### src/rtl/cpu_mem.sv
// Single-port synchronous SRAM for the CPU data memory: inputs captured on the
// rising edge, writes commit at that edge, read data launches on the falling edge.
module cpu_mem #(
    parameter int DATA_WIDTH = 8,
    parameter int ADDR_WIDTH = 8
) (
    input  logic                  clk0,
    input  logic                  i_resetn,
    input  logic                  csb0,
    input  logic                  web0,
    input  logic [ADDR_WIDTH-1:0] addr0,
    input  logic [DATA_WIDTH-1:0] din0,
    output logic [DATA_WIDTH-1:0] dout0
);

    localparam int DEPTH = 2 ** ADDR_WIDTH;

    logic [DATA_WIDTH-1:0] mem [DEPTH];

    logic                  csb_p0;
    logic                  web_p0;
    logic [ADDR_WIDTH-1:0] addr_p0;

    // Stage p0: rising-edge capture; reset parks the port in the idle state
    always_ff @(posedge clk0 or negedge i_resetn) begin
        if (!i_resetn) begin
            csb_p0 <= 1'b1;
            web_p0 <= 1'b1;
        end else begin
            csb_p0 <= csb0;
            web_p0 <= web0;
        end
    end

    always_ff @(posedge clk0) begin
        addr_p0 <= addr0;
    end

    // Array is never cleared; writes are held off while reset is asserted
    always_ff @(posedge clk0) begin
        if (i_resetn && !csb0 && !web0) begin
            mem[addr0] <= din0;
        end
    end

    // Stage p1: falling-edge read launch, one half-cycle after capture
    always_ff @(negedge clk0 or negedge i_resetn) begin
        if (!i_resetn) begin
            dout0 <= '0;
        end else if (!csb_p0 && web_p0) begin
            dout0 <= mem[addr_p0];
        end
    end

endmodule

### config.mk
export PLATFORM = sky130hd
export DESIGN_NAME = cpu_mem
export DESIGN_NICKNAME = d
export VERILOG_FILES = /design/src/rtl/cpu_mem.sv
export SDC_FILE = /design/constraint.sdc
export NUM_CORES = 2
export LEC_CHECK = 0
export ABC_AREA = 1
export CELL_PAD_IN_SITES_DETAIL_PLACEMENT = 0
export CELL_PAD_IN_SITES_GLOBAL_PLACEMENT = 1
export CORE_ASPECT_RATIO = 1.2
export CORE_UTILIZATION = 56
export DETAILED_ROUTE_END_ITERATION = 10
export HOLD_SLACK_MARGIN = 0.1
export PLACE_DENSITY_LB_ADDON = 0.12
export SLEW_MARGIN = 20
export SYNTH_ARGS = -nofsm -noshare
export SYNTH_HDL_FRONTEND = slang
export SYNTH_SLANG_ARGS = --single-unit
### constraint.sdc
create_clock -name clk0 -period 5.15 [get_ports clk0]
set_input_delay 1.2875 -clock clk0 [delete_from_list [all_inputs] [get_ports clk0]]
set_output_delay 1.2875 -clock clk0 [all_outputs]
set_load 0.02 [all_outputs]
Word-level counts from Yosys, hierarchy flattened
Memory sizes are Yosys's and may differ from the RTL's. A register that Yosys moved wholly into a read port is not among the register bits.
Cells that the tools add are included.
{"block": "word_totals", "ram_bits": 2048, "regBits": 10, "output_inout_bits": 8, "mem_count": 1}
{"memory": "mem", "words": 256, "width": 8, "read_ports": 1, "rd_clocked_by_memory_dff": 1, "write_ports": 1, "line": "18", "rtl": "logic [DATA_WIDTH-1:0] mem [DEPTH];"}
{"block": "classes", "n_reduce_logical": 7, "n_mux": 2}
{"op": "1-bit logical NOT", "n": 4}
{"op": "1-bit logical AND", "n": 3}
{"op": "1-bit two-way mux", "n": 2}

Longest topological paths before layout
{"block": "depth", "word_depth": 5, "mapped_depth": 15, "ltp_nobuf": 11}

==> run metrics <==
largest net degree at the start of global routing 144; initial DRC count 6412; clock tree from TritonCTS done; outcome finished, violations left; routed len/inst 25.3 um; chip height 425 um; register area share after synthesis 74.1%; Cells after Synth 7016; largest family of logic cells by synthesized area simple AND/OR/NAND/NOR gates; wirelength, routed 239000 um; hold path depth 2; Die Wd 355 um; routed vias 56248; clock slew at reported path FFs 0.04 ns; DRC 0; Antenna Violating Nets Remaining 0; CP Max Fanout 2; CP max-delay cell dfrtn_1; Post-Synth XOR/XNOR Area 0%; clock root cell clkbuf_16; max_slew headroom 7.15%; critical path depth 1; type of origin of the critical path register; Die ar. 0.151 mm^2; element type at the critical path end output pin; initial antenna violation count 11; Power Total 34.9 mW; Num CTS Buffers 199; LEAKAGE 34.5 nW; post-synthesis mux area share 0%; placer congestion estimate 0.885; CP peak stage delay 0.60 ns; clk_skew 0.107 ns; setup TNS -0.979 ns; H-tree depth 4; Peak VDD IR 0.372 mV; Ports 28; cell depth of the worst flop-to-flop path 15; post-DP HPWL 141000 um; Synth Area in Compound Gates 0%; RSZ-0062 raised after global routing true; synth warn 0; Buffers & Inverters on Critical Path 1; post-route setup slack -0.250 ns; wire length of the first global-routing pass 348000 um; DR pass1 iterations 6; Starting Density 56.7%; Pwr Density 360 mW/mm^2; Final Hold Fails 0; Final Max Tran Viols 0; Arrival @ worst endpoint 4.11 ns; Seq cells post-synth 2066; Tightest Pin Transition 1.39 ns; Synth Area in Simple Gates 22.9%; # nets final 7340; Hold Path Class register to register; final core utilization 65.7%; clock buffer depth 3; CP top delay family flip-flops; max-cap violations 0; synthesis-to-finish area growth 15.8%; row cnt 154; Layout fillers 10859; layout cell share with drive strength beyond 1 12.9%; Avg Cell Area, Syn 11.9 um^2; register area 0.0619 mm^2; count of cell types in the netlist 17; CORE AREA 0.147 mm^2; multi-input logic area 0.0199 mm^2; overall global routing resource usage 31.3%; via/cell ratio 5.96; Synth Net Count 7036; type of the worst setup path register to output pin; total congestion overflow 0; failing checks setup timing; clk sink count 2066; dpl ws -0.172 ns; Critical Path RT 3.86 ns; Synth Area in Adders 0%; Clock Latency Late Sink 0.85 ns; CP Cell Sequence buf_6; # hold bufs at CTS 0; Final Setup Violations 9; I/O Buffers 27; vias in the first global route 53996; mapped cell area 0.0836 mm^2
## layout by cell type (no fill, tap or decap)
cell,synthesis,final
bufbuf_16,0,7
nor3_1,2,2
inv_8,0,3
nand2_1,2099,2085
dfrtn_1,8,8
inv_12,0,1
clkinv_8,0,3
dfxtp_1,8,3
nand3_2,0,79
nor2_1,282,282
dfxtp_4,0,5
dfstp_2,2,2
inv_6,0,6
nand3_4,0,22
inv_4,1,1
buf_4,42,431
clkbuf_8,0,5
buf_6,6,18
buf_8,0,9
nand3_1,2042,1941
buf_12,0,82
clkinv_16,0,1
clkdlybuf4s50_1,0,11
edfxtp_1,2048,2048
clkinvlp_4,0,3
inv_2,2,1
clkbuf_1,110,55
buf_16,0,15
bufinv_16,0,7
nand2_2,0,14
inv_1,39,37
diode_2,0,3
clkinv_2,0,34
clkbuf_16,0,216
nor3_4,0,1
clkinv_1,0,51
## metrics by stage
| stage | cell area, um^2 | hold slack [ns] | instances |
|---|---|---|---|
| 6_report | 96800 | 0.510 | 9442 |
| 5_1_grt | 96800 | 0.509 | 9439 |
| 4_1_cts | 95700 | 0.487 | 9411 |
| 3_5_place_dp | 89100 | 0.465 | 9023 |
| 3_3_place_gp | 89100 | 0.474 | 9023 |
| 2_1_floorplan | 83600 | 0.552 | 7016 |
## worst paths after layout
kind                                 startpoint  slack (ns)              endpoint
min                        dout0[5]$_DFFE_NN0P_        0.51  dout0[5]$_DFFE_NN0P_
max                        dout0[0]$_DFFE_NN0P_       -0.25              dout0[0]
max reg2reg                  addr_p0[0]$_DFF_P_       -0.03  dout0[6]$_DFFE_NN0P_
min in group asynchronous              i_resetn        1.04      csb_p0$_DFF_PN1_
max in group asynchronous              i_resetn        1.57  dout0[1]$_DFFE_NN0P_
min reg2reg                dout0[5]$_DFFE_NN0P_        0.51  dout0[5]$_DFFE_NN0P_
## cell usage after synthesis
library cell | n | area [um^2]
buf_2 | 274 | 1370
dfrtn_1 | 8 | 200
inv_4 | 1 | 6.26
buf_1 | 50 | 188
dfxtp_1 | 8 | 160
nand3_1 | 2042 | 10200
nor3_2 | 1 | 10.0
buf_4 | 42 | 315
buf_6 | 6 | 67.6
clkbuf_1 | 110 | 413
inv_1 | 39 | 146
inv_2 | 2 | 7.51
nor2_1 | 282 | 1060
nor3_1 | 2 | 10.0
nand2_1 | 2099 | 7880
edfxtp_1 | 2048 | 61500
dfstp_2 | 2 | 52.6
## kinds of logic (layout without fill, tap and decap cells)
group,after synthesis,after routing
and+or+nand+nor,4426,4426
DFF,2066,2066
buffers and inverters,524,997
other,0,3
## tightest hold or removal path, cell delays in order, from the launching register on
cell	delay [ns]
dfrtn_1	0.45
nand2_1	0.08
nand2_1	0.06
## state kept, by name, indices dropped and copies added (netlist names)
| signal | cells |
|---|---|
| mem | 2048 |
| addr_p0 | 8 |
| dout0 | 8 |
| csb_p0 | 1 |
| web_p0 | 1 |
## where the power goes
part | internal, mW | total (mW) | leakage, nW | switching [mW]
Sequential | 18.5 | 18.5 | 18.6 | 0.0320
Clock | 7.70 | 13.9 | 2.99 | 6.16
Combinational | 0.765 | 2.47 | 12.9 | 1.71
Total | 27.0 | 34.9 | 34.5 | 7.90
## per-layer routing
metal,vias up,global-route usage [%],routed length [um]
met5,-,0,89
met4,8,12.1,8590
met3,437,4.77,21300
met2,2586,50.4,115000
met1,27650,43.3,94100
li1,25567,-,-
## final cells by class
class                      instances  area share (%)
antenna                            3         0.00775
clock buffer                     265            5.58
clock inverter                   105           0.730
inverter                          42           0.213
multi-input combinational       4426            20.5
sequential                      2066            64.0
tap                             1950            2.52
timing repair buffer             584            6.44
timing repair inverter             1          0.0116
## timing repair
| action | 4_1_cts | 5_1_grt |
|---|---|---|
| pin swaps | 0 | 17 |
| endpoints found under the setup margin | 16 | 16 |
| cloned | 7 | 13 |
| gates resized for setup | 72 | 118 |
| buffers inserted | 11 | 16 |
Power figures use the tool's default switching activity.
